==> src/rtl/pixel_bank_arbiter.sv <==
// rtl/pixel_bank_arbiter.sv - single-port pixel bank arbiter with clear sweep
// Arbitrates writer/reader access to the pixel bank and sequences full-bank clears.
module pixel_bank_arbiter #(
  parameter int NUM_CELLS = 784,
  parameter int ADDR_W    = 10
) (
  input  logic              Clock,
  input  logic              Clr_n,
  input  logic              clr_req,
  output logic              clr_busy,
  output logic              clr_done,
  input  logic              w_req,
  input  logic [ADDR_W-1:0] w_addr,
  input  logic              w_d,
  output logic              w_gnt,
  input  logic              r_req,
  input  logic [ADDR_W-1:0] r_addr,
  output logic              r_gnt,
  output logic              r_valid,
  output logic              r_q,
  output logic              bank_we,
  output logic [ADDR_W-1:0] bank_addr,
  output logic              bank_d,
  input  logic              bank_q
);

  localparam int CNT_W = ADDR_W + 1;
  localparam logic [CNT_W-1:0] LAST_CNT = CNT_W'(NUM_CELLS);

  typedef enum logic {IDLE, CLEAR} state_t;

  state_t            state_q, state_d;
  logic [CNT_W-1:0]  cnt_q, cnt_d;
  logic              lp_q, lp_d;       // 1: reader was last served
  logic              r_oor_q, r_oor_d;
  logic              w_gnt_q, w_gnt_d;
  logic              r_gnt_q, r_gnt_d;
  logic              r_valid_q, r_valid_d;
  logic              r_q_q, r_q_d;
  logic              bank_we_q, bank_we_d;
  logic [ADDR_W-1:0] bank_addr_q, bank_addr_d;
  logic              bank_d_q, bank_d_d;
  logic              clr_busy_q, clr_busy_d;
  logic              clr_done_q, clr_done_d;

  logic arbitrate, w_elig, r_elig, pick_w;

  always_comb begin
    state_d     = state_q;
    cnt_d       = cnt_q;
    lp_d        = lp_q;
    r_oor_d     = r_oor_q;
    w_gnt_d     = 1'b0;
    r_gnt_d     = 1'b0;
    bank_we_d   = 1'b0;
    bank_addr_d = bank_addr_q;
    bank_d_d    = 1'b0;
    clr_busy_d  = 1'b0;
    clr_done_d  = 1'b0;
    arbitrate   = 1'b0;
    // A read issued last cycle completes regardless of what starts now.
    r_valid_d   = r_gnt_q;
    r_q_d       = r_gnt_q & bank_q & ~r_oor_q;

    case (state_q)
      IDLE: begin
        if (clr_req) begin
          state_d     = CLEAR;
          clr_busy_d  = 1'b1;
          bank_we_d   = 1'b1;
          bank_addr_d = '0;
          cnt_d       = CNT_W'(1);
        end else begin
          arbitrate = 1'b1;
        end
      end
      CLEAR: begin
        if (cnt_q == LAST_CNT) begin
          state_d    = IDLE;
          cnt_d      = '0;
          clr_done_d = 1'b1;
          arbitrate  = 1'b1;
        end else begin
          clr_busy_d  = 1'b1;
          bank_we_d   = 1'b1;
          bank_addr_d = cnt_q[ADDR_W-1:0];
          cnt_d       = cnt_q + CNT_W'(1);
        end
      end
      default: state_d = IDLE;
    endcase

    // A requester granted this cycle sits out the next arbitration.
    w_elig = arbitrate & w_req & ~w_gnt_q;
    r_elig = arbitrate & r_req & ~r_gnt_q;
    pick_w = w_elig & (~r_elig | lp_q);

    if (pick_w) begin
      w_gnt_d     = 1'b1;
      bank_addr_d = w_addr;
      bank_d_d    = w_d;
      bank_we_d   = ({1'b0, w_addr} < LAST_CNT);
    end else if (r_elig) begin
      r_gnt_d     = 1'b1;
      bank_addr_d = r_addr;
      r_oor_d     = ({1'b0, r_addr} >= LAST_CNT);
    end

    if (w_elig && r_elig) begin
      lp_d = ~pick_w;
    end
  end

  always_ff @(posedge Clock or negedge Clr_n) begin
    if (!Clr_n) begin
      state_q     <= IDLE;
      cnt_q       <= '0;
      lp_q        <= 1'b1;
      r_oor_q     <= 1'b0;
      w_gnt_q     <= 1'b0;
      r_gnt_q     <= 1'b0;
      r_valid_q   <= 1'b0;
      r_q_q       <= 1'b0;
      bank_we_q   <= 1'b0;
      bank_addr_q <= '0;
      bank_d_q    <= 1'b0;
      clr_busy_q  <= 1'b0;
      clr_done_q  <= 1'b0;
    end else begin
      state_q     <= state_d;
      cnt_q       <= cnt_d;
      lp_q        <= lp_d;
      r_oor_q     <= r_oor_d;
      w_gnt_q     <= w_gnt_d;
      r_gnt_q     <= r_gnt_d;
      r_valid_q   <= r_valid_d;
      r_q_q       <= r_q_d;
      bank_we_q   <= bank_we_d;
      bank_addr_q <= bank_addr_d;
      bank_d_q    <= bank_d_d;
      clr_busy_q  <= clr_busy_d;
      clr_done_q  <= clr_done_d;
    end
  end

  assign w_gnt     = w_gnt_q;
  assign r_gnt     = r_gnt_q;
  assign r_valid   = r_valid_q;
  assign r_q       = r_q_q;
  assign bank_we   = bank_we_q;
  assign bank_addr = bank_addr_q;
  assign bank_d    = bank_d_q;
  assign clr_busy  = clr_busy_q;
  assign clr_done  = clr_done_q;

endmodule

==> config.mk <==
export PLATFORM = sky130hd
export DESIGN_NAME = pixel_bank_arbiter
export DESIGN_NICKNAME = d
export VERILOG_FILES = /design/src/rtl/pixel_bank_arbiter.sv
export SDC_FILE = /design/constraint.sdc
export NUM_CORES = 1
export LEC_CHECK = 0
export BUFFER_PORTS_ARGS = -buffer_cell sky130_fd_sc_hd__buf_2
export CAP_MARGIN = 10
export CORE_ASPECT_RATIO = 0.6
export CORE_UTILIZATION = 35
export CTS_BUF_LIST = sky130_fd_sc_hd__clkbuf_8
export DETAILED_ROUTE_END_ITERATION = 16
export SLEW_MARGIN = 20
export SYNTH_ARGS = -nofsm -noshare
export SYNTH_HDL_FRONTEND = slang
export SYNTH_SLANG_ARGS = --single-unit
==> constraint.sdc <==
create_clock -name Clock -period 3.04 [get_ports Clock]
set_clock_uncertainty 0.05 [all_clocks]
set_input_delay 0.456 -clock Clock [delete_from_list [all_inputs] [get_ports Clock]]
set_output_delay 0.456 -clock Clock [all_outputs]
set_load 0.01 [all_outputs]
==> run_results.csv <==
group,metric,value,unit
outcome,status,"finished, final reports clean",
global_routing,grt_busiest_layer,"met1",
floorplan,die_h,57.0,um
final_layout,area_growth,20.1,%
setup_path,crit_path_start_kind,"flop",
route,viasPerCell,5.42,
timing,final.setup.worst_slack,0.565,ns
pwr,total_power,1.39,mW
timing,setup_violations,0,
setup_path,critPathMaxStageDelay,0.61,ns
route,drt.antenna.violating_nets,0,
setup_path,crit_arrival,2.59,ns
clock_tree,cts_buffers,5,
yosys,synth_top_cell_by_area,"dfrtp_1",
yosys,ys_seq_area_frac,0.440,
timing,drv_slew,0,
floorplan,die_w,93.7,um
global_routing,grt_pass1_vias,1522,
timing,max_clock_freq,0.404,GHz
clock_tree,hold_buffers,0,
final_layout,drive_gt1_frac,0.263,
global_routing,grt_pass1_wl,8.07,mm
clock_tree,cts_tree,"done",
yosys,synth.distinct_cells,41,
clock_tree,cts.clk_slew.worst_paths,0.07,ns
timing,hold_viol,0,
yosys,syn-instance-count,200,
clock_tree,clk_latency,0.29,ns
setup_path,cp_slowest_cell,"dfrtp_1",
yosys,syn_area,0.00177,mm^2
route,first_pass_iters,4,
global_routing,overflow,0,
place,place.gp.congestion,0.861,
timing,fin_crit_sh,0.814,
global_routing,globalRouteMet1Util,0.342,
place,dp_slack,0.524,ns
place,dp_hpwl,3.83,mm
global_routing,met2_usage,0.241,
route,drtIter0Drc,116,
global_routing,grtUsageMet3,0.0600,
floorplan,rows,19,
route,wl,5.06,mm
yosys,synth-edff-count,0,
pwr,max-vdd-ir-drop,267,uV
setup_path,worstSetupPathType,"reg -> reg",
setup_path,required,3.16,ns
pwr,powerDensity,654,mW/mm^2
flow_run,maxCapViolCount,0,
route,wl_per_cell,16.3,um
final_layout,n_antenna_cell,0,
final_layout,nets,275,
global_routing,grt_util_all_layers,0.204,
yosys,syn_nets,229,
floorplan,dieArea,0.00534,mm^2
setup_path,path_max_fanout,14,
floorplan,start_util,0.375,
place,io_buffers,44,
timing,finalSetupTns,0,ns
clock_tree,cts.path.max_buffers,2,
clock_tree,ctsHtreeMaxLevel,2,
setup_path,path_cells,"inv_1 -> o41a_4 -> or2_0 -> o221ai_1 -> o21ai_1",
timing,relSlewSlack,0.410,
yosys,netlist.area_leader.share,0.425,
route,vias,1679,
setup_path,rrSetupSlack,0.57,ns
yosys,syn-mean-instance-area,8.83,um^2
route,drc,0,
final_layout,layout.cells.most_common_list,"buf_2, dfrtp_1, o21ai_0",
yosys,synth-seq-cells,31,
floorplan,io_pins,45,
clock_tree,postCtsSetupBuffers,0,
final_layout,fill_cells,471,
yosys,synthTopCellsByArea,"dfrtp_1, o21ai_0, nand2_1, a21oi_1, nor2_1",
setup_path,worstSetupEndpointType,"flop",
yosys,yosys_warnings,0,
global_routing,grt_max_degree,32,
final_layout,layout_commonest_cell,"buf_2",
yosys,async_flop_share,1.00,
final_layout,fin_util,0.450,
clock_tree,post_cts_resized,0,
pwr,leakage,0.955,nW
timing,min_period,2.47,ns
timing,hold_ws,0.165,ns
global_routing,antenna_found_initial,0,
timing,worst_pin_slew,0.882,ns
yosys,synth_ff_type,"dfrtp_1",
clock_tree,cts_num_sinks,31,
floorplan,core,0.00471,mm^2
clock_tree,cts_root_buffer,"clkbuf_8",
hold_path,min_path_type,"in -> async",
timing,rsz0062_at_grt,"no",
## final timing paths
kind / start / to / cells past startpoint
worst max-delay path: clr_busy / bank_addr[0] / 5
worst min-delay path: Clr_n / cnt_q[4] / 1
worst max register to register: clr_busy / bank_addr[0] / 5
worst min register to register: bank_addr[6] / bank_addr[6] / 2
max in group asynchronous: Clr_n / bank_addr[9] / 1
min in group Clock: w_d / bank_d / 2
## kinds of logic (layout without fill, tap and decap cells)
logic type | after synthesis | after routing | share of synthesized area
flops | 31 | 31 | 0.440
buf+inv | 13 | 60 | 0.0361
simple gates | 78 | 78 | 0.232
compound gates | 73 | 73 | 0.263
fa+ha+maj | 2 | 2 | 0.0142
xor+xnor | 3 | 3 | 0.0149
## per-layer routing
layer / share of wire / vias up / routed length [um]
li1: - / 825 / -
met1: 0.52 / 780 / 2640
met2: 0.37 / 68 / 1880
met3: 0.097 / 6 / 491
met4: 0.0083 / 0 / 42
met5: 0 / - / 0
## where the power goes
part / switching [mW] / total, mW / internal [mW]
clock network: 0.156 / 0.309 / 0.154
logic: 0.211 / 0.396 / 0.185
registers: 0.149 / 0.681 / 0.532
total: 0.516 / 1.39 / 0.871
## sequential cells by signal, indices dropped and copies added, names as in the netlist
register	flops
bank_we	1
lp_q	1
r_q	1
w_gnt	1
bank_addr	10
r_valid	1
clr_done	1
cnt_q	11
clr_busy	1
bank_d	1
r_gnt	1
r_oor_q	1
## cells in the mapped netlist (all sizes together), types with 3 or more instances
cell type,n
nor3,4
dfrtp,30
clkbuf,5
o221ai,3
nor2,19
nand3,7
inv,6
and3,3
xor2,3
a2bb2oi,5
nor3b,3
o2bb2ai,5
a21oi,16
o41ai,3
a311oi,3
o21ai,32
nand2,23
or2,6
## critical path, delay by kind of cell, from the launching register on
| kind | cells | cell delay (ns) |
|---|---|---|
| AOI/OAI and AO/OA | 3 | 0.95 |
| DFF | 1 | 0.61 |
| and+or+nand+nor | 1 | 0.38 |
| buffers and inverters | 1 | 0.35 |
## final cells by class
class	instances	area, um^2	area share
clock buffers	5	68.8	0.0325
repair buffers	46	235	0.111
flip-flops and latches	31	777	0.367
multi-input cells	156	925	0.436
clock inverters	3	12.5	0.00590
inverters	6	22.5	0.0106
well taps	63	78.8	0.0372
## metrics by stage
step           cells  area (um^2)
2_1_floorplan    200         1770
3_3_place_gp     302         2040
3_5_place_dp     302         2040
4_1_cts          310         2120
5_1_grt          310         2120
6_report         310         2120
Note: power is estimated with default switching activity, not from simulation.
